### config.mk
export PLATFORM = sky130hd
export DESIGN_NAME = multicycle_controller_flat
export DESIGN_NICKNAME = d
export VERILOG_FILES = /design/src/rtl/multicycle_controller_pkg.sv /design/src/rtl/multicycle_controller_if.sv /design/src/rtl/multicycle_controller_insn_classifier.sv /design/src/rtl/multicycle_controller.sv /design/src/flat_wrapper.sv
export SDC_FILE = /design/constraint.sdc
export NUM_CORES = 1
export LEC_CHECK = 0
export ABC_AREA = 1
export CORE_MARGIN = 4
export CORE_UTILIZATION = 24
export CTS_BUF_LIST = sky130_fd_sc_hd__clkbuf_4 sky130_fd_sc_hd__clkbuf_8
export CTS_CLUSTER_DIAMETER = 200
export DETAILED_ROUTE_END_ITERATION = 12
export PLACE_DENSITY = 0.55
export SKIP_CTS_REPAIR_TIMING = 1
export SYNTH_ARGS = -nofsm -noshare
export SYNTH_HDL_FRONTEND = slang
export SYNTH_SLANG_ARGS = --single-unit
### constraint.sdc
create_clock -name clock -period 5.7 [get_ports clock]
set_input_delay 0.855 -clock clock [delete_from_list [all_inputs] [get_ports clock]]
set_output_delay 0.855 -clock clock [all_outputs]
set_load 0.1 [all_outputs]
### src/rtl/multicycle_controller_pkg.sv
// Shared encodings for the multi-cycle MIPS control FSM: states, instruction
// classes, opcode/funct values and ALU / PC-source selects.
package multicycle_controller_pkg;

    typedef enum logic [2:0] {
        ST_FETCH  = 3'd0,
        ST_DECODE = 3'd1,
        ST_EXEC   = 3'd2,
        ST_MEM    = 3'd3,
        ST_WB     = 3'd4,
        ST_ERR    = 3'd7
    } state_e;

    typedef enum logic [3:0] {
        CL_RALU    = 4'd0,
        CL_IALU    = 4'd1,
        CL_LW      = 4'd2,
        CL_SW      = 4'd3,
        CL_BR      = 4'd4,
        CL_J       = 4'd5,
        CL_JAL     = 4'd6,
        CL_JR      = 4'd7,
        CL_ILLEGAL = 4'd8
    } insn_class_e;

    localparam logic [5:0] OP_RTYPE    = 6'b000000;
    localparam logic [5:0] OP_J        = 6'b000010;
    localparam logic [5:0] OP_JAL      = 6'b000011;
    localparam logic [5:0] OP_BEQ      = 6'b000100;
    localparam logic [5:0] OP_BNE      = 6'b000101;
    localparam logic [5:0] OP_LW       = 6'b100011;
    localparam logic [5:0] OP_SW       = 6'b101011;
    localparam logic [2:0] OP_IALU_GRP = 3'b001;
    localparam logic [5:0] FN_JR       = 6'b001000;

    localparam logic [1:0] ALU_ADD   = 2'b00;
    localparam logic [1:0] ALU_SUB   = 2'b01;
    localparam logic [1:0] ALU_FUNCT = 2'b10;

    localparam logic [1:0] PC_SEQ    = 2'b00;
    localparam logic [1:0] PC_BRANCH = 2'b01;
    localparam logic [1:0] PC_JUMP   = 2'b10;
    localparam logic [1:0] PC_REG    = 2'b11;

    // Shift-family R-type instructions have funct[5:3] == 000.
    function automatic logic is_shift(input logic [5:0] funct);
        return (funct[5:3] == 3'b000);
    endfunction

endpackage

### src/rtl/multicycle_controller_if.sv
// Bundle between the control FSM and the datapath it steers.
// master = controller side, slave = datapath side.
interface multicycle_controller_if;
    logic [31:0] instruction;
    logic        mem_ready;
    logic        zero;
    logic        pc_write;
    logic [1:0]  pc_src;
    logic        ir_write;
    logic        mem_read;
    logic        mem_write;
    logic        mem_to_reg;
    logic        reg_write;
    logic        reg_dst;
    logic        jal;
    logic [1:0]  alu_op;
    logic        alu_src;
    logic        sftmd;
    logic        i_format;
    logic [2:0]  state;
    logic        instr_done;
    logic        error;

    modport master (
        input  instruction, mem_ready, zero,
        output pc_write, pc_src, ir_write, mem_read, mem_write, mem_to_reg,
               reg_write, reg_dst, jal, alu_op, alu_src, sftmd, i_format,
               state, instr_done, error
    );

    modport slave (
        output instruction, mem_ready, zero,
        input  pc_write, pc_src, ir_write, mem_read, mem_write, mem_to_reg,
               reg_write, reg_dst, jal, alu_op, alu_src, sftmd, i_format,
               state, instr_done, error
    );
endinterface

### src/rtl/multicycle_controller_insn_classifier.sv
// Combinational opcode/funct decoder producing the instruction class that
// steers the control FSM. Unknown opcodes map to CL_ILLEGAL.
module insn_classifier
    import multicycle_controller_pkg::*;
(
    input  logic [5:0]  opcode_i,
    input  logic [5:0]  funct_i,
    output insn_class_e insn_class_o
);

    // Map opcode (and funct for R-type) onto an instruction class.
    always_comb begin
        insn_class_o = CL_ILLEGAL;
        case (opcode_i)
            OP_RTYPE: begin
                if (funct_i == FN_JR) begin
                    insn_class_o = CL_JR;
                end else begin
                    insn_class_o = CL_RALU;
                end
            end
            OP_LW:  insn_class_o = CL_LW;
            OP_SW:  insn_class_o = CL_SW;
            OP_BEQ: insn_class_o = CL_BR;
            OP_BNE: insn_class_o = CL_BR;
            OP_J:   insn_class_o = CL_J;
            OP_JAL: insn_class_o = CL_JAL;
            default: begin
                if (opcode_i[5:3] == OP_IALU_GRP) begin
                    insn_class_o = CL_IALU;
                end else begin
                    insn_class_o = CL_ILLEGAL;
                end
            end
        endcase
    end

endmodule

### src/rtl/multicycle_controller.sv
// Multi-cycle MIPS control FSM: FETCH -> DECODE -> EXEC -> (MEM) -> (WB).
// Outputs are decoded from the current state and the opcode/funct captured in
// DECODE; memory waits are bounded by TIMEOUT cycles, after which the FSM parks
// in ERR until reset. TIMEOUT must be at least 2.
module multicycle_controller
    import multicycle_controller_pkg::*;
#(
    parameter int TIMEOUT = 16
) (
    input  logic                   clock,
    input  logic                   reset,
    multicycle_controller_if.master bus
);

    localparam int              CNT_W    = $clog2(TIMEOUT);
    localparam logic [CNT_W-1:0] TMO_ONE  = CNT_W'(1);
    localparam logic [CNT_W-1:0] TMO_LAST = CNT_W'(TIMEOUT - 1);

    state_e            state_q, state_d;
    logic [CNT_W-1:0]  tmo_cnt_q, tmo_cnt_d;
    logic [5:0]        opcode_q, opcode_d;
    logic [5:0]        funct_q, funct_d;
    insn_class_e       cls_s;
    logic              tmo_hit_s;
    logic              unused_s;

    logic              pc_write_s, ir_write_s, mem_read_s, mem_write_s;
    logic              mem_to_reg_s, reg_write_s, reg_dst_s, jal_s;
    logic              alu_src_s, sftmd_s, i_format_s, instr_done_s, error_s;
    logic [1:0]        pc_src_s, alu_op_s;
    logic [2:0]        state_out_s;

    // In DECODE the class comes straight from the IR; afterwards from the latched copy.
    assign opcode_d  = (state_q == ST_DECODE) ? bus.instruction[31:26] : opcode_q;
    assign funct_d   = (state_q == ST_DECODE) ? bus.instruction[5:0]   : funct_q;
    assign tmo_hit_s = (tmo_cnt_q == TMO_LAST);
    assign unused_s  = ^bus.instruction[25:6];

    insn_classifier u_classifier (
        .opcode_i     (opcode_d),
        .funct_i      (funct_d),
        .insn_class_o (cls_s)
    );

    // State register, memory-wait counter and latched instruction fields.
    always_ff @(posedge clock) begin
        if (reset) begin
            state_q   <= ST_FETCH;
            tmo_cnt_q <= '0;
            opcode_q  <= 6'd0;
            funct_q   <= 6'd0;
        end else begin
            state_q   <= state_d;
            tmo_cnt_q <= tmo_cnt_d;
            opcode_q  <= opcode_d;
            funct_q   <= funct_d;
        end
    end

    // Next state, wait counter and control strobes; all outputs low during reset.
    always_comb begin
        state_d      = state_q;
        tmo_cnt_d    = '0;
        pc_write_s   = 1'b0;
        pc_src_s     = PC_SEQ;
        ir_write_s   = 1'b0;
        mem_read_s   = 1'b0;
        mem_write_s  = 1'b0;
        mem_to_reg_s = 1'b0;
        reg_write_s  = 1'b0;
        reg_dst_s    = 1'b0;
        jal_s        = 1'b0;
        alu_op_s     = ALU_ADD;
        alu_src_s    = 1'b0;
        sftmd_s      = 1'b0;
        i_format_s   = 1'b0;
        instr_done_s = 1'b0;
        error_s      = 1'b0;
        state_out_s  = 3'd0;
        if (reset) begin
            state_d = ST_FETCH;
        end else begin
            state_out_s = state_q;
            case (state_q)
                ST_FETCH: begin
                    mem_read_s = 1'b1;
                    if (bus.mem_ready) begin
                        ir_write_s = 1'b1;
                        pc_write_s = 1'b1;
                        pc_src_s   = PC_SEQ;
                        state_d    = ST_DECODE;
                    end else if (tmo_hit_s) begin
                        state_d = ST_ERR;
                    end else begin
                        tmo_cnt_d = tmo_cnt_q + TMO_ONE;
                    end
                end
                ST_DECODE: begin
                    if (cls_s == CL_ILLEGAL) begin
                        state_d = ST_ERR;
                    end else begin
                        state_d = ST_EXEC;
                    end
                end
                ST_EXEC: begin
                    case (cls_s)
                        CL_RALU: begin
                            alu_op_s = ALU_FUNCT;
                            sftmd_s  = is_shift(funct_q);
                            state_d  = ST_WB;
                        end
                        CL_IALU: begin
                            alu_op_s   = ALU_FUNCT;
                            alu_src_s  = 1'b1;
                            i_format_s = 1'b1;
                            state_d    = ST_WB;
                        end
                        CL_LW, CL_SW: begin
                            alu_op_s  = ALU_ADD;
                            alu_src_s = 1'b1;
                            state_d   = ST_MEM;
                        end
                        CL_BR: begin
                            // opcode bit 0 distinguishes bne (taken on !zero) from beq.
                            alu_op_s     = ALU_SUB;
                            pc_src_s     = PC_BRANCH;
                            pc_write_s   = opcode_q[0] ? ~bus.zero : bus.zero;
                            instr_done_s = 1'b1;
                            state_d      = ST_FETCH;
                        end
                        CL_J: begin
                            pc_write_s   = 1'b1;
                            pc_src_s     = PC_JUMP;
                            instr_done_s = 1'b1;
                            state_d      = ST_FETCH;
                        end
                        CL_JAL: begin
                            pc_write_s   = 1'b1;
                            pc_src_s     = PC_JUMP;
                            reg_write_s  = 1'b1;
                            jal_s        = 1'b1;
                            instr_done_s = 1'b1;
                            state_d      = ST_FETCH;
                        end
                        CL_JR: begin
                            pc_write_s   = 1'b1;
                            pc_src_s     = PC_REG;
                            instr_done_s = 1'b1;
                            state_d      = ST_FETCH;
                        end
                        default: state_d = ST_ERR;
                    endcase
                end
                ST_MEM: begin
                    if (cls_s == CL_SW) begin
                        mem_write_s = 1'b1;
                    end else begin
                        mem_read_s = 1'b1;
                    end
                    if (bus.mem_ready) begin
                        if (cls_s == CL_SW) begin
                            instr_done_s = 1'b1;
                            state_d      = ST_FETCH;
                        end else begin
                            state_d = ST_WB;
                        end
                    end else if (tmo_hit_s) begin
                        state_d = ST_ERR;
                    end else begin
                        tmo_cnt_d = tmo_cnt_q + TMO_ONE;
                    end
                end
                ST_WB: begin
                    reg_write_s  = 1'b1;
                    reg_dst_s    = (cls_s == CL_RALU);
                    mem_to_reg_s = (cls_s == CL_LW);
                    instr_done_s = 1'b1;
                    state_d      = ST_FETCH;
                end
                ST_ERR: begin
                    error_s = 1'b1;
                    state_d = ST_ERR;
                end
                default: begin
                    state_d = ST_ERR;
                end
            endcase
        end
    end

    assign bus.pc_write   = pc_write_s;
    assign bus.pc_src     = pc_src_s;
    assign bus.ir_write   = ir_write_s;
    assign bus.mem_read   = mem_read_s;
    assign bus.mem_write  = mem_write_s;
    assign bus.mem_to_reg = mem_to_reg_s;
    assign bus.reg_write  = reg_write_s;
    assign bus.reg_dst    = reg_dst_s;
    assign bus.jal        = jal_s;
    assign bus.alu_op     = alu_op_s;
    assign bus.alu_src    = alu_src_s;
    assign bus.sftmd      = sftmd_s;
    assign bus.i_format   = i_format_s;
    assign bus.state      = state_out_s;
    assign bus.instr_done = instr_done_s;
    assign bus.error      = error_s;

endmodule
### src/flat_wrapper.sv
// flat-port wrapper written by rule: the top's interface ports become plain ports
module multicycle_controller_flat import multicycle_controller_pkg::*;
#(
    parameter int TIMEOUT = 16
)
  (clock, reset, bus_instruction, bus_mem_ready, bus_zero, bus_pc_write, bus_pc_src, bus_ir_write, bus_mem_read, bus_mem_write, bus_mem_to_reg, bus_reg_write, bus_reg_dst, bus_jal, bus_alu_op, bus_alu_src, bus_sftmd, bus_i_format, bus_state, bus_instr_done, bus_error);
  multicycle_controller_if bus_i ();
  input  logic clock;
  input  logic reset;
  input wire logic [$bits(bus_i.instruction)-1:0] bus_instruction;
  input wire logic [$bits(bus_i.mem_ready)-1:0] bus_mem_ready;
  input wire logic [$bits(bus_i.zero)-1:0] bus_zero;
  output wire logic [$bits(bus_i.pc_write)-1:0] bus_pc_write;
  output wire logic [$bits(bus_i.pc_src)-1:0] bus_pc_src;
  output wire logic [$bits(bus_i.ir_write)-1:0] bus_ir_write;
  output wire logic [$bits(bus_i.mem_read)-1:0] bus_mem_read;
  output wire logic [$bits(bus_i.mem_write)-1:0] bus_mem_write;
  output wire logic [$bits(bus_i.mem_to_reg)-1:0] bus_mem_to_reg;
  output wire logic [$bits(bus_i.reg_write)-1:0] bus_reg_write;
  output wire logic [$bits(bus_i.reg_dst)-1:0] bus_reg_dst;
  output wire logic [$bits(bus_i.jal)-1:0] bus_jal;
  output wire logic [$bits(bus_i.alu_op)-1:0] bus_alu_op;
  output wire logic [$bits(bus_i.alu_src)-1:0] bus_alu_src;
  output wire logic [$bits(bus_i.sftmd)-1:0] bus_sftmd;
  output wire logic [$bits(bus_i.i_format)-1:0] bus_i_format;
  output wire logic [$bits(bus_i.state)-1:0] bus_state;
  output wire logic [$bits(bus_i.instr_done)-1:0] bus_instr_done;
  output wire logic [$bits(bus_i.error)-1:0] bus_error;
  assign bus_i.instruction = bus_instruction;
  assign bus_i.mem_ready = bus_mem_ready;
  assign bus_i.zero = bus_zero;
  assign bus_pc_write = bus_i.pc_write;
  assign bus_pc_src = bus_i.pc_src;
  assign bus_ir_write = bus_i.ir_write;
  assign bus_mem_read = bus_i.mem_read;
  assign bus_mem_write = bus_i.mem_write;
  assign bus_mem_to_reg = bus_i.mem_to_reg;
  assign bus_reg_write = bus_i.reg_write;
  assign bus_reg_dst = bus_i.reg_dst;
  assign bus_jal = bus_i.jal;
  assign bus_alu_op = bus_i.alu_op;
  assign bus_alu_src = bus_i.alu_src;
  assign bus_sftmd = bus_i.sftmd;
  assign bus_i_format = bus_i.i_format;
  assign bus_state = bus_i.state;
  assign bus_instr_done = bus_i.instr_done;
  assign bus_error = bus_i.error;
  multicycle_controller #(.TIMEOUT(TIMEOUT)) u_core (.clock(clock), .reset(reset), .bus(bus_i));
endmodule
* Yosys cells after proc, flatten, opt, wreduce, memory -nomap -nowiden
Index checks and enable logic that the tools add are counted.
** Word-level totals
- Flip-flop bits (word level) :: 19
** Cells by class
- Reduce and logical (&&, ||, !) cells :: 13
- Bitwise operators :: 2
- $add $sub $neg :: 1
- Equal/unequal tests :: 22
- Mux-type cells :: 56
** Operators by type and width (count)
- two-way mux 1 bit :: 32
- one-hot mux 4 bit (6 select lines) :: 1
- two-way mux 3 bit :: 7
- equality test 4 x 3 -> 1 bit, second input constant :: 4
- one-hot mux 3 bit (5 select lines) :: 1
- equality test 6 x 2 -> 1 bit, second input constant :: 2
- equality test 6 x 3 -> 1 bit, second input constant :: 2
- equality test 6 bit, second input constant :: 2
- two-way mux 6 bit :: 2
- OR reduction 2 bit :: 5
- one-hot mux 3 bit (3 select lines) :: 1
- equality test 4 x 2 -> 1 bit, second input constant :: 2
- equality test 4 bit, second input constant :: 2
- two-way mux 2 bit :: 4
- one-hot mux 1 bit (2 select lines) :: 4
- OR reduction 4 bit :: 2
- equality test 3 x 1 -> 1 bit, second input constant :: 2
- equality test 3 x 2 -> 1 bit, second input constant :: 2
- equality test 3 bit, second input constant :: 2
- equality test 6 x 4 -> 1 bit, second input constant :: 1
- logical NOT 3 bit :: 2
- logical NOT 6 bit :: 1
- one-hot mux 2 bit (3 select lines) :: 1
- OR reduction 3 bit :: 2
- other kinds (7) :: 8

* Depth between registers and ports, before layout
Gate-level depths: netlist of run 1.
- Word-level depth :: 10
- Mapped depth :: 15
- Depth with buffers taken out :: 14

* Modules after synthesis
Synthesis of run 1 repeated with hierarchy kept, for this count alone.
** Second synthesis, totals
- Cells, all modules :: 225
- Area total of the unflattened synthesis :: 1456.4 sq um
** Modules (own cells, without submodules)
- multicycle_controller :: area an instance 1277.5 sq um, instances 1, seq. area each 380.4 sq um, cells each 191
- insn_classifier :: area an instance 178.9 sq um, instances 1, seq. area each 0.0 sq um, cells each 34

* Worst setup path after synthesis of run 1
No wires, ideal clock.
- Path type :: input to output
- From :: in reset
- To :: out bus_error
- Data required time :: 4845 ps
- Slack :: 880 ps
- Path buffers :: 1
- Stages on the path :: 2
- Arrival time :: 3965 ps
- Cells stage by stage :: clkbuf_1 > nor4_1
** Between the ends
- Cells in the longest elaborated chain, start to end :: 1
** RTL lines
- start, declared :: RTL line flat_wrapper.sv:9 : input logic reset;
- two-way mux 1 bit :: RTL line multicycle_controller.sv:80 : if (reset) begin
- end, declared :: RTL line flat_wrapper.sv:28 : output wire logic [$bits(bus_i.error)-1:0] bus_error;
Every way passes these cells.

* Worst setup path after layout of run 1
- From :: in bus_instruction[28]
- To :: out bus_mem_to_reg
** Between the ends
- Cells in the longest elaborated chain, start to end :: 7
- Elaborated cells on any way between the ends :: 13
** RTL lines
- start, declared :: RTL line flat_wrapper.sv:10 : input wire logic [$bits(bus_i.instruction)-1:0] bus_instruction;
- two-way mux 6 bit (*) :: RTL line multicycle_controller.sv:34 : assign opcode_d = (state_q == ST_DECODE) ? bus.instruction[31:26] : opcode_q;
- equality test 6 x 3 -> 1 bit :: RTL line multicycle_controller_insn_classifier.sv:14 : case (opcode_i)
- OR reduction 2 bit (no source line)
- one-hot mux 4 bit (6 select lines) (*) :: RTL line multicycle_controller_insn_classifier.sv:14
- equality test 4 x 2 -> 1 bit (*) :: RTL line multicycle_controller.sv:176 : mem_to_reg_s = (cls_s == CL_LW);
- two-way mux 1 bit (*) :: RTL line multicycle_controller.sv:84 : case (state_q)
- two-way mux 1 bit (*) :: RTL line multicycle_controller.sv:80
- end, declared :: RTL line flat_wrapper.sv:18 : output wire logic [$bits(bus_i.mem_to_reg)-1:0] bus_mem_to_reg;
Mark *: on every way between the ends. The rest lies on a longest branch, timed or not.

==> summary.txt, run 1 <==
Status
  • Status: finished clean

Clocking
  • Worst-path clk slew: around 0.070 ns
  • CTS Buf Count: 3
  • Insertion delay to the later sink of the worst-skew pair: ~0.26 ns
  • CTS tree: done
  • Clk root buf: clkbuf_8
  • Clock Path Buffers: 2
  • Clock sinks: 19
  • CTS HTree Levels: 1

Yosys
  • Post-synthesis register bit count: 19
  • Post-Syn Instances: roughly 230
  • Sequential-to-total area share from yosys stat: around 27%
  • Syn nets: 265
  • Ys Warns: 0
  • Post-Syn Area: approximately 0.0014 sq mm
  • Top_reg_cell synth: dfxtp_1
  • Unique cell type count in the Yosys netlist: 32
  • Mapped Avg Cell Area: about 6 sq um
  • Post-synth EDFFs: 0
  • Ys async rst share: 0%

Critical path
  • Crit end category: primary output
  • CP max FO: 5
  • CP Launch Type: input port
  • Crit path from: bus_instruction[28]
  • Crit path DAT: roughly 3.5 ns
  • Reg2Reg Setup Slack: 3.56 ns
  • R2R Path Start: u_core.state_q[1]
  • Req. time, crit path: between 4 and 5 ns
  • Kind of critical path: in -> out

STA
  • Clk_skew: approximately 0.012 ns
  • Worst slew margin: a little over a third
  • Tightest Pin Transition: just under 1 ns
  • Count of final setup violators: 0
  • Final hold viol count: 0
  • Min Tclk post-route: between 4 and 5 ns
  • Final Cycle Share: between 70% and 80%
  • Final Max Tran Viols: 0
  • RSZ-0062 raised after global routing: no
  • Max Clock Freq: about 230 MHz
  • PnR worst setup slack: ~1.3 ns
  • Setup TNS Final: 0 ns

Drt
  • WL final: approximately 3800 um
  • Drt drc: 0
  • Drt pass-1 iters: 4
  • WL/cell: ~11 um
  • Vias per inst: approximately 4.3
  • Via count: 1,439
  • Iteration-0 DRC Markers: 84
  • Post-route ant nets: 0

Placement
  • Worst slack at placement: between 1 and 1.5 ns
  • Number of port buffers: 35
  • GP Congestion: between 0.8 and 0.9
  • Post-DP HPWL: a little under 3000 um
  • Placed cell count: 330

Power
  • Switching Share: 59.9%
  • Logic pwr share: between 70% and 80%
  • P_int: between 0.0004 and 0.0005 W
  • Switch Pwr: between 0.0006 and 0.0007 W
  • Cell area power density: slightly above 600 mW/mm^2
  • Share of power burned in registers: 17.4%
  • Worst vdd ir: between 0.0003 and 0.0004 V
  • Leakage Power: around 0.80 nW
  • Clk pwr share: between 8 and 9%
  • Total power: between 0.001 and 0.0015 W

Die
  • Die width: 84.6 um
  • Die span in y: ~85 um
  • Ports: 56
  • Die area: between 0.007 and 0.008 sq mm
  • Std-Cell Rows: 27
  • Core area: ~0.0056 sq mm
  • Starting Density: 25.1%

Job
  • Maxcap violations: 0

Layout
  • Final core utilization: 32.8%
  • Fin cells: approximately 330
  • Final net count: 300
  • Commonest non-fill, non-tap cell in the layout: nor2_1
  • Commonest non-fill, non-tap cells in the layout: 45 x nor2_1, 37 x nand2_1, 29 x clkdlybuf4s50_1, 27 x inv_1
  • Antenna cells: 0
  • Area Overhead vs Synth: 30.9%
  • Share of cells above drive strength 1: 17.6%

Global routing
  • Initial antenna violation count: 0
  • Remaining Overflow, GRT: 0
  • Largest net degree at the start of global routing: 20
  • Gr usage total: around 11%
  • Via count of the first global-routing pass: 1,444
  • First-pass GRT wire length: 6470 um

Worst hold path
  • Worst hold path class: reg -> reg
  • HP Start: u_core.tmo_cnt_q[0]
-- layout make-up --
| cell class | count | area (sq um) |
|---|---|---|
| well taps | 72 | 90.1 |
| flip-flops and latches | 19 | 380 |
| multi-input cells | 167 | 846 |
| repair buffers | 36 | 343 |
| fillers | 642 | 3770 |
| inverters | 36 | 135 |
| clock inverters | 1 | 5.00 |
| clock buffers | 3 | 41.3 |
-- state kept, by name (all words and copies together), names as in the netlist --
register          flops
u_core.opcode_q       6
u_core.funct_q        6
u_core.tmo_cnt_q      4
u_core.state_q        3
-- metrics by stage --
stage	cell area (sq um)	hold slack, ns
3_3_place_gp	1790	0.430
2_1_floorplan	1410	0.418
3_5_place_dp	1790	0.445
5_1_grt	1840	0.476
4_1_cts	1840	0.456
6_report	1840	0.451
-- critical path, cell delays in order --
cell and delay [ns]:
clkdlybuf4s50_1 0.45, inv_1 0.04, nand3_1 0.07, nand2_1 0.11, nand3_1 0.13, nor2_2 0.06, nand2_1 0.15, inv_1 0.09
nor2_1 0.10, nand3_1 0.10, nand2_2 0.08, nand2_1 0.07, nor2_1 0.10, clkdlybuf4s50_1 1.14
-- synth_stat cells (2+ instances only) --
library cell	count	share of area, %
a21oi_1	10	3.6
a31oi_1	3	1.3
clkbuf_1	2	0.53
dfxtp_1	19	27
inv_1	27	7.2
inv_2	8	2.1
nand2_1	37	9.9
nand2_2	9	4.0
nand3_1	19	6.8
nand3_2	3	2.1
nand3_4	2	2.5
nand4_1	2	0.89
nor2_1	45	12
nor2_2	10	4.4
nor2_4	2	1.6
nor3_1	3	1.1
nor4_1	2	0.89
o21ai_0	8	2.8
o21ai_1	3	1.1
or2_0	2	0.89
-- worst paths after layout --
path / to / cells after the start
worst max-delay path: bus_mem_to_reg / 14
worst min-delay path: u_core.tmo_cnt_q[0] / 1
worst max register to register: u_core.state_q[2] / 10
worst min register to register: u_core.tmo_cnt_q[0] / 1
-- cell families after synthesis --
| group | after synthesis | synth area share (%) |
|---|---|---|
| flops | 19 | 27.0 |
| compound gates | 26 | 9.88 |
| simple gates | 138 | 48.1 |
| buf+inv | 42 | 12.8 |
| xor+xnor | 2 | 1.25 |
| fa+ha+maj | 1 | 0.890 |
-- per-layer routing --
metal | GRT usage, % | wire length, um
met2 | 18.4 | 1790
met1 | 14.0 | 1840
met3 | 2.94 | 162
met5 | 0 | 0
met4 | 1.73 | 22
-- power groups by stage --
stage	registers, W	logic, W	clock network (W)
2_1_floorplan	0.000184	0.000700	0
3_3_place_gp	0.000196	0.000822	0
3_5_place_dp	0.000197	0.000824	0
4_1_cts	0.000194	0.000827	0.000101
5_1_grt	0.000199	0.000913	0.000107
6_report	0.000193	0.000822	0.0000991
No activity file was read; power rests on OpenSTA's default activity.
==> inputs of run 2 (changes only) <==
clock period = 4.3 ns   (was 5.7 ns; I/O delays follow)
==> run 2 against run 1 <==
  * Flip-flop and latch count unchanged
  * Final cell count stayed put
  * Hold slack got worse by 0.0023 ns
  * Clock power is 32% higher
  * Core utilization fell by 0.51 points
  * Critical path depth decreased by 3
  * Total power is 32% higher
  * Register-to-register slack worse by 1.4 ns
  * Setup slack worse by 0.25 ns
  * Largest power group unchanged
  * Via count increased by 0.69%
  * Die area did not move
  * Highest routed layer unchanged
==> summary.txt, run 2 (synthesized netlist as in run 1, its figures left out) <==
Layout
  • Final core utilization: 32.3% (-0.51 points)
  • Filler cells: 668 (+4.0%)
  • Commonest non-fill, non-tap cells in the layout: 45 x nor2_1, 37 x nand2_1, 27 x inv_1, 21 x buf_4
  • Share of cells above drive strength 1: 23.3% (+5.7 points)
  • Area Overhead vs Synth: 28.8%
  • Antenna cells: 0 (unchanged)
  • Top flop regs: u_core.funct_q (6), u_core.opcode_q (6), u_core.tmo_cnt_q (4)
  • Fin cells: 334 (unchanged)
  • Commonest non-fill, non-tap cell in the layout: nor2_1
  • Final net count: 300 (unchanged)

Drt
  • Via count: 1,449 (+0.69%)
  • Drt drc: 0 (unchanged)
  • Vias per inst: 4.34 (+0.69%)
  • Post-route ant nets: 0 (unchanged)
  • WL/cell: 11.2 um (-1.9%)
  • Iteration-0 DRC Markers: 51 (-39%)
  • WL final: 3740 um (-1.9%)
  • Drt pass-1 iters: 4 (unchanged)

Worst hold path
  • HP Start: u_core.tmo_cnt_q[0]
  • Worst hold path class: reg -> reg

Critical path
  • Reg2Reg Setup Slack: 2.17 ns (-1.39 ns)
  • Crit path from: u_core.state_q[0]
  • CP Capture Point: bus_instr_done
  • CP max FO: 8 (+3)
  • Crit path DAT: 2.60 ns (-0.94 ns)
  • Crit end category: primary output
  • Kind of critical path: reg -> out
  • Reg2reg path depth: 10 (unchanged)
  • Worst reg2reg endpoint: u_core.state_q[2]
  • Req. time, crit path: 3.65 ns (-1.20 ns)
  • R2R Path Start: u_core.state_q[1]
  • CP Launch Type: register

STA
  • Min Tclk post-route: roughly 3.2 ns
  • Clk_skew: 0.0127 ns (+0.00116 ns)
  • PnR worst setup slack: 1.06 ns (-0.246 ns)
  • Count of final setup violators: 0 (unchanged)
  • Final Max Tran Viols: 0 (unchanged)
  • Final Cycle Share: roughly 75%
  • Max Clock Freq: 308 MHz
  • Worst slew margin: 74.5% (+40 points)
  • Final hold viol count: 0 (unchanged)
  • Tightest Pin Transition: 0.381 ns (-0.596 ns)
  • RSZ-0062 raised after global routing: no
  • Setup TNS Final: 0 ns (unchanged)

Power
  • Leakage Power: 0.832 nW (+3.3%)
  • Total power: 0.00147 W (+32%)
  • Worst vdd ir: 0.000412 V (+37%)
  • Cell area power density: 810 mW/mm^2 (+34%)

Placement
  • Worst slack at placement: 1.11 ns (-0.180 ns)
  • Number of port buffers: 35 (unchanged)
  • Post-DP HPWL: 2930 um (+0.29%)
  • Placed cell count: 330 (unchanged)
  • GP Congestion: 0.818 (-1.5%)

Global routing
  • Via count of the first global-routing pass: 1,471 (+1.9%)
  • Remaining Overflow, GRT: 0 (unchanged)
  • Largest net degree at the start of global routing: 30 (+50%)
  • First-pass GRT wire length: 6500 um (+0.53%)
  • Initial antenna violation count: 0 (unchanged)
  • Gr usage total: 11.0% (+0.16 points)

Die
  • Die area: 0.00715 sq mm (unchanged)
  • Die width: 84.6 um (unchanged)
  • Starting Density: 25.1% (unchanged)
  • Die span in y: 84.6 um (unchanged)
  • Ports: 56 (unchanged)
  • Std-Cell Rows: 27 (unchanged)
  • Core area: 0.00561 sq mm (unchanged)

Clocking
  • CTS tree: done
  • Clock sinks: 19 (unchanged)
  • CTS HTree Levels: 1 (unchanged)
  • CTS Buf Count: 3 (unchanged)
  • Insertion delay to the later sink of the worst-skew pair: 0.27 ns (about the same)
  • Clk root buf: clkbuf_8
  • Clock Path Buffers: 2 (unchanged)
  • Worst-path clk slew: 0.07 ns (about the same)

Job
  • Maxcap violations: 0 (unchanged)

Status
  • Status: finished clean
-- run 2: changes by cell type in the layout (fill, tap and decap cells not counted), sizes merged --
cell           before  now
buf                 7   21
clkdlybuf4s50      29   15
-- run 2: cell type report --
type / instances / area (sq um) / share of cell area (%)
Sequential cell: 19 / 380 / 21.0
Clock inverter: 1 / 5.00 / 0.276
Multi-Input combinational cell: 167 / 852 / 47.0
Tap cell: 72 / 90.1 / 4.97
Inverter: 36 / 135 / 7.46
Clock buffer: 3 / 41.3 / 2.28
Timing Repair Buffer: 36 / 308 / 17.0
-- run 2: power by group --
| group | leakage, nW | internal (W) | switching [W] | total, W |
|---|---|---|---|---|
| Combinational | 0.651 | 0.000299 | 0.000781 | 0.00108 |
| Clock | 0.0255 | 0.0000646 | 0.0000663 | 0.000131 |
| Sequential | 0.155 | 0.000222 | 0.0000341 | 0.000256 |
-- run 2: worst min-delay path by stage --
stage	to	slack, ns	depth (start not counted)
global route	u_core.tmo_cnt_q[0]	0.48	1
global placement	u_core.tmo_cnt_q[0]	0.44	1
CTS	u_core.tmo_cnt_q[0]	0.45	1
detailed placement	u_core.tmo_cnt_q[0]	0.44	1
finish	u_core.tmo_cnt_q[0]	0.45	1
floorplan	u_core.tmo_cnt_q[0]	0.42	1
-- run 2: per-stage QoR --
step | hold WS, ns | cell area, sq um
6_report | 0.449 | 1810
5_1_grt | 0.480 | 1810
4_1_cts | 0.453 | 1810
3_5_place_dp | 0.442 | 1770
3_3_place_gp | 0.436 | 1770
2_1_floorplan | 0.418 | 1410
-- run 2: metal layers --
metal / GRT usage (%) / vias to the layer above / share of wire [%] / routed length, um
met5: 0 / - / 0 / 0
met4: 2.45 / 0 / 0.67 / 25
met3: 3.04 / 5 / 4.2 / 158
met2: 18.4 / 27 / 46 / 1730
met1: 14.1 / 631 / 49 / 1830
li1: - / 786 / - / -
-- run 2: worst max-delay path, stage by stage, from the launching register on --
cell and delay (ns):
dfxtp_1 0.53, inv_2 0.12, nor2_4 0.22, nand3_1 0.12
nand2_2 0.14, nand3_1 0.10, nor2_2 0.19, nand2_1 0.15
inv_1 0.10, nand3_1 0.06, a31oi_1 0.26, buf_4 0.34
==> inputs of run 3 (changes only) <==
clock period = 3 ns   (was 4.3 ns; I/O delays follow)
==> run 3 against run 2 <==
  * Final cell count rose by 2.4%
  * Via count is 1.5% higher
  * Non-clock buffer count increased by 8
  * Critical path type unchanged
  * Critical endpoint is now bus_jal
  * Highest routed layer unchanged
==> summary.txt, run 3 (synthesized netlist as in run 1, its figures left out) <==
Power
  • Leakage Power: 0.927 nW (+11%)
  • Worst vdd ir: 0.000597 V (+45%)
  • Cell area power density: 1090 mW/mm^2 (+34%)

STA
  • Final hold viol count: 0 (unchanged)
  • Final Cycle Share: roughly 93%
  • PnR worst setup slack: 0.200 ns (-0.857 ns)
  • Max Clock Freq: between 300 and 400 MHz
  • Tightest Pin Transition: 0.371 ns (-0.0101 ns)
  • Count of final setup violators: 0 (unchanged)
  • Min Tclk post-route: 2.80 ns
  • Final Max Tran Viols: 0 (unchanged)
  • Worst slew margin: 75.1% (+0.56 points)
  • Clk_skew: 0.00409 ns (-0.00861 ns)

Global routing
  • Gr usage total: 11.4% (+0.38 points)
  • First-pass GRT wire length: 6770 um (+4.1%)
  • Via count of the first global-routing pass: 1,452 (-1.3%)
  • Remaining Overflow, GRT: 0 (unchanged)
  • Initial antenna violation count: 0 (unchanged)
  • Largest net degree at the start of global routing: 29 (-3.3%)

Drt
  • Iteration-0 DRC Markers: 71 (+39%)
  • Vias per inst: 4.30 (-0.86%)
  • Via count: 1,471 (+1.5%)
  • Drt pass-1 iters: 4 (unchanged)
  • WL/cell: 11.5 um (+2.2%)
  • WL final: 3920 um (+4.6%)
  • Post-route ant nets: 0 (unchanged)
  • Drt drc: 0 (unchanged)

Layout
  • Share of cells above drive strength 1: 31.5% (+8.2 points)
  • Final core utilization: 39.0% (+6.7 points)
  • Antenna cells: 0 (unchanged)
  • Filler cells: 630 (-5.7%)
  • Final net count: 308 (+2.7%)
  • Commonest non-fill, non-tap cells in the layout: 37 x nor2_1, 37 x nand2_1, 27 x inv_1, 20 x buf_12, 19 x nand3_1
  • Top flop regs: u_core.funct_q (6), u_core.opcode_q (6), u_core.tmo_cnt_q (4)
  • Area Overhead vs Synth: 55.6%

Critical path
  • Crit end category: primary output
  • CP max FO: 11 (+3)
  • CP Launch Type: register
  • Req. time, crit path: 2.55 ns (-1.10 ns)
  • Crit path DAT: 2.35 ns (-0.25 ns)
  • Kind of critical path: reg -> out

Clocking
  • CTS HTree Levels: 1 (unchanged)
  • Clk root buf: clkbuf_8
  • Insertion delay to the later sink of the worst-skew pair: 0.26 ns (about the same)
  • CTS tree: done
  • Clock sinks: 19 (unchanged)
  • CTS Buf Count: 3 (unchanged)
  • Clock Path Buffers: 2 (unchanged)
  • Worst-path clk slew: 0.08 ns (about the same)

Die
  • Starting Density: 25.1% (unchanged)
  • Die width: 84.6 um (unchanged)
  • Ports: 56 (unchanged)
  • Die span in y: 84.6 um (unchanged)
  • Core area: 0.00561 sq mm (unchanged)
  • Std-Cell Rows: 27 (unchanged)
  • Die area: 0.00715 sq mm (unchanged)

Placement
  • Number of port buffers: 35 (unchanged)
  • Worst slack at placement: 0.237 ns (-0.875 ns)
  • Post-DP HPWL: 3000 um (+2.5%)
  • GP Congestion: 0.775 (-5.3%)

Status
  • Status: finished clean

Worst hold path
  • Worst hold path class: reg -> reg

Job
  • Maxcap violations: 0 (unchanged)
[run 3: where the power goes]
| part | leakage [nW] | switching, W | internal [W] |
|---|---|---|---|
| clock | 0.0262 | 0.0000898 | 0.000104 |
| combinational | 0.745 | 0.00121 | 0.000601 |
| sequential | 0.156 | 0.0000524 | 0.000320 |
| total | 0.927 | 0.00135 | 0.00102 |
[run 3: path summary, 6_finish.rpt]
| kind | startpoint | to | slack, ns | cells after the start |
|---|---|---|---|---|
| worst max register to register | u_core.state_q[0] | u_core.state_q[2] | 1.10 | 11 |
| worst min-delay path | u_core.tmo_cnt_q[0] | u_core.tmo_cnt_q[0] | 0.45 | 1 |
| worst min register to register | u_core.tmo_cnt_q[0] | u_core.tmo_cnt_q[0] | 0.45 | 1 |
| worst max-delay path | u_core.state_q[2] | bus_jal | 0.20 | 12 |
[run 3: metal layers]
layer	vias up	track usage (%)	wire length, um
li1	805	-	-
met5	-	0	0
met1	633	15.4	1830
met3	2	2.65	173
met4	0	1.73	20
met2	31	18.9	1890
[run 3: cell type report]
cell class / instances / area, sq um / share of cell area, %
Clock buffer: 4 / 48.8 / 2.23
Inverter: 36 / 135 / 6.17
Sequential cell: 19 / 382 / 17.4
Tap cell: 72 / 90.1 / 4.12
Multi-Input combinational cell: 167 / 915 / 41.8
Timing Repair Buffer: 44 / 618 / 28.2
[run 3: critical path, stage by stage, from the launching register on]
cell	delay, ns
dfxtp_1	0.38
inv_2	0.13
nand3_4	0.15
buf_4	0.21
nand2_1	0.06
o21ai_1	0.09
nor2_2	0.12
nand3_2	0.11
nor2_4	0.15
nor2_2	0.06
or2_0	0.25
nor2_2	0.18
buf_12	0.19
[run 3: per-stage QoR]
step | TNS (ns) | total power (W) | instances | hold slack, ns | cell area (sq um)
finish | 0 | 0.00237 | 342 | 0.446 | 2190
detailed placement | 0 | 0.00212 | 333 | 0.440 | 2080
global placement | 0 | 0.00211 | 333 | 0.429 | 2080
global route | -0.00363 | 0.00260 | 342 | 0.487 | 2190
CTS | -0.0165 | 0.00233 | 337 | 0.453 | 2130
floorplan | -0.626 | 0.00171 | 228 | 0.418 | 1450
==> variant 1 (flow settings as in run 1) <==
`TIMEOUT` is set to 16 in 2 places; all go to 32.
--- a/src/rtl/multicycle_controller.sv
+++ b/src/rtl/multicycle_controller.sv
@@ -5,7 +5,7 @@
 module multicycle_controller
     import multicycle_controller_pkg::*;
 #(
-    parameter int TIMEOUT = 16
+    parameter int TIMEOUT = 32
 ) (
     input  logic                   clock,
     input  logic                   reset,
--- a/src/flat_wrapper.sv
+++ b/src/flat_wrapper.sv
@@ -1,7 +1,7 @@
 // flat-port wrapper written by rule: the top's interface ports become plain ports
 module multicycle_controller_flat import multicycle_controller_pkg::*;
 #(
-    parameter int TIMEOUT = 16
+    parameter int TIMEOUT = 32
 )
   (clock, reset, bus_instruction, bus_mem_ready, bus_zero, bus_pc_write, bus_pc_src, bus_ir_write, bus_mem_read, bus_mem_write, bus_mem_to_reg, bus_reg_write, bus_reg_dst, bus_jal, bus_alu_op, bus_alu_src, bus_sftmd, bus_i_format, bus_state, bus_instr_done, bus_error);
   multicycle_controller_if bus_i ();
Behaviour: same outputs for any inputs over 10 cycles, from zero or initial values and one cycle with reset high; that may be too few to reach the edited logic, so the function may still have changed.
==> variant 1 against run 1 <==
Synthesized area down 1.5%; cell area down 1.7%; clock skew down 0.0070 ns; die area down 1.4%; worst setup slack worse by 0.058 ns; first-iteration DRC count down 18%; sequential cell count up 1; total power down 21%; routed wire length up 0.97%; critical path depth down 4; largest power group unchanged.
==> variant 1: results <==
export IMPL_wl_met1_um=1860
export IMPL_highest_layer="met3"
export IMPL_clock_skew_ns=0.00457
export IMPL_ir_drop_v=0.000209
export IMPL_reg_top3="u_core.funct_q (6), u_core.opcode_q (6), u_core.tmo_cnt_q (5)"
export IMPL_pre_cts_slack_ns=1.22
export IMPL_comb_power_share_pct=66.9
export IMPL_cp_max_fo=19
export IMPL_fin_nets=307
export IMPL_arrival_ns=3.60
export IMPL_p_leak_nw=0.829
export IMPL_dpl_hpwl_um=3070
export IMPL_final_cell_area_um2=1810
export IMPL_layout_drive_gt1_share_pct=10.5
export IMPL_grt_max_degree=27
export IMPL_grt_pass1_wl_um=6950
export IMPL_worst_pin_slew_ns=0.992
export IMPL_synthAdderAreaFrac_pct=1.81
export IMPL_synthXorXnorAreaFrac_pct=1.26
export IMPL_synthTopCellsByArea="dfxtp_1, nand2_1, nor2_1"
export IMPL_status="completed"
export IMPL_wl_met3_um=164
export IMPL_routed_via_density=4.44
export IMPL_grt_pass1_vias=1544
export IMPL_wl_um=3850
export IMPL_final_cell_count_no_fill=339
export IMPL_place_congestion=0.871
export IMPL_wl_met2_um=1830
export IMPL_n_fill_cell=636
[variant 1: cell type report]
cell class | count | area share [%]
Inverter | 36 | 7.47
Clock buffer | 3 | 2.28
Sequential cell | 20 | 22.1
Multi-Input combinational cell | 173 | 45.4
Tap cell | 72 | 4.98
Timing Repair Buffer | 35 | 17.7
[variant 1: worst paths after layout]
path	slack, ns	startpoint	end	cells after the start
worst max register to register	3.36	u_core.state_q[1]$_SDFF_PP0_	u_core.state_q[2]$_SDFF_PP0_	11
worst min-delay path	0.45	u_core.tmo_cnt_q[0]$_SDFF_PP0_	u_core.tmo_cnt_q[0]$_SDFF_PP0_	1
worst max-delay path	1.25	u_core.state_q[1]$_SDFF_PP0_	bus_pc_src[0]	10
worst min register to register	0.45	u_core.tmo_cnt_q[0]$_SDFF_PP0_	u_core.tmo_cnt_q[0]$_SDFF_PP0_	1
[variant 1: layer usage]
metal  GRT usage (%)  vias to the layer above
met5               0                        -
met4            1.46                        0
met3            3.26                        0
met2            20.2                       28
met1            15.0                      677
li1                -                      800
==> variant 2 (config.mk and constraints of run 1) <==
Without the edit above. Make the reset (`reset`) asynchronous in one clocked block.
--- a/src/rtl/multicycle_controller.sv
+++ b/src/rtl/multicycle_controller.sv
@@ -43,7 +43,7 @@
     );
 
     // State register, memory-wait counter and latched instruction fields.
-    always_ff @(posedge clock) begin
+    always_ff @(posedge clock or posedge reset) begin
         if (reset) begin
             state_q   <= ST_FETCH;
             tmo_cnt_q <= '0;
Behaviour: no difference found for any inputs over 10 cycles, from zero or initial values and one cycle with reset high; that may be too few to reach the edited logic, so the function may still have changed.
==> variant 2 against run 1 <==
Worst setup slack got worse by 0.078 ns; critical endpoint is now bus_sftmd; register-to-register slack got worse by 0.21 ns; synthesized area rose by 11%; largest cell class unchanged; routed wire length rose by 5.0%; cell area rose by 9.7%; synthesized cell count fell by 5.3%; sequential cell count did not move; total power rose by 3.0%; maximum frequency fell by 1.7%.
==> variant 2: results <==
export IMPL_grt_pass1_wl_um=6710
export IMPL_antenna_cells_inserted=0
export IMPL_drt_wirelength_per_cell_um=12.2
export IMPL_p_leak_nw=0.941
export IMPL_clkTransAtPathRegs_ns=0.07
export IMPL_clock_skew_ns=0.00976
export IMPL_drt_pass1_iterations=4
export IMPL_drt_iter0_markers=54
export IMPL_syn_nets=253
export IMPL_place_congestion=0.843
export IMPL_hold_path_class="reg2reg"
export IMPL_fin_nets=290
export IMPL_r2r_end="u_core.state_q[2]$_DFF_PP0_"
export IMPL_ir_drop_v=0.000285
export IMPL_synthArstFlopShare_pct=100
export IMPL_insertion_delay_ns=0.26
export IMPL_antenna_found_initial=0
export IMPL_dpl_hpwl_um=3140
export IMPL_seq_area_frac_synth_pct=30.4
export IMPL_synthFlopType="dfrtp_1"
export IMPL_holdWs_ns=0.465
export IMPL_hp_start="u_core.tmo_cnt_q[0]$_DFF_PP0_"
export IMPL_yosysWarnings=0
export IMPL_h_tree_depth=1
export IMPL_synthTopCellsByArea="dfrtp_1, nand2_1, nor2_1"
export IMPL_r2r_start="u_core.state_q[1]$_DFF_PP0_"
export IMPL_synth_top_area_share_pct=30.4
export IMPL_cts_root_buf="clkbuf_8"
export IMPL_status="completed"
export IMPL_grt_pass1_vias=1439
export IMPL_vias=1455
export IMPL_arrival_ns=3.62
export IMPL_hold_path_depth=1
export IMPL_clk_path_buf_depth=2
export IMPL_grt_max_degree=20
export IMPL_synth_cell_types=34
export IMPL_port_buffers=35
export IMPL_reg_top3="u_core.funct_q (6), u_core.opcode_q (6), u_core.tmo_cnt_q (4)"
export IMPL_numCtsBuffers=3
export IMPL_synth_common_cells="nand2_1, nor2_1, inv_1, dfrtp_1, nand3_1"
export IMPL_maxSlewHeadroom_pct=34.1
export IMPL_holdPathEnd="u_core.tmo_cnt_q[0]$_DFF_PP0_"
export IMPL_n_fill_cell=680
export IMPL_rrSetupSlack_ns=3.35
export IMPL_layout_drive_gt1_share_pct=23.0
export IMPL_cp_max_fo=4
export IMPL_r2r_cells=12
export IMPL_track_usage_pct=10.7
==> variant 2: cell count changes after synthesis, moves of 5 or more <==
| cell | before | now |
|---|---|---|
| o21ai_0 | 8 | 2 |
| nor2_1 | 45 | 33 |
| nand3_1 | 19 | 14 |
| nand2_1 | 37 | 43 |
| dfrtp_1 | 0 | 19 |
| dfxtp_1 | 19 | 0 |
==> variant 2: worst max-delay path: stages <==
cell and delay [ns]:
clkdlybuf4s50_1 0.51, nand4_1 0.12, nand2_2 0.14, nor2_2 0.08
nand3_4 0.10, nand2_1 0.07, nor2_2 0.17, inv_2 0.08
o21ai_2 0.17, nand2_1 0.09, nor2_1 0.09, clkdlybuf4s50_1 1.13
==> variant 2: cell type report <==
type                            count  share of cell area, %
Tap cell                           77                   4.77
Timing Repair Buffer               36                   17.0
Sequential cell                    19                   23.6
Inverter                           31                   5.83
Multi-Input combinational cell    162                   46.6
Clock buffer                        3                   2.05
Clock inverter                      1                  0.248
==> variant 2: cells by family (layout without fill, tap and decap cells) <==
kind of cell    after synthesis  in the layout  synth area share (%)
flops                        19             19                  30.4
compound gates               18             18                  6.88
xor+xnor                      3              3                  1.68
buf+inv                      35             71                  9.92
simple gates                140            140                  50.3
fa+ha+maj                     1              1                 0.800
==> variant 2: where the power goes <==
group,internal (mW),switching [mW]
clock,0.0487,0.0479
combinational,0.233,0.594
sequential,0.188,0.0356
==> variant 2: how the worst max path moves through the flow <==
stage	from	to	slack, ns	cells after the start
finish	bus_instruction[30]	bus_sftmd	1.23	12
global route	u_core.state_q[1]$_DFF_PP0_	bus_sftmd	1.0	14
CTS	bus_instruction[31]	bus_sftmd	1.22	12
detailed placement	bus_instruction[30]	bus_sftmd	1.22	11
global placement	bus_instruction[30]	bus_instr_done	1.24	11
floorplan	reset	bus_mem_write	0.35	3
==> variant 2: metrics by stage <==
step                total power [mW]  instance area, um2  instances  setup slack [ns]
detailed placement              1.06                1970        325              1.22
floorplan                      0.920                1570        216             0.353
finish                          1.15                2020        329              1.23
global placement                1.05                1970        325              1.24
CTS                             1.16                2020        329              1.22
global route                    1.25                2020        329             0.997
==> variant 2: layer usage <==
layer	track usage (%)	routed length, um	vias to the layer above	share of wire (%)
met5	0	0	-	0
met4	1.10	9	0	0.22
met3	2.79	182	2	4.5
met2	17.2	1850	26	46
met1	14.9	1970	667	49
li1	-	-	760	-
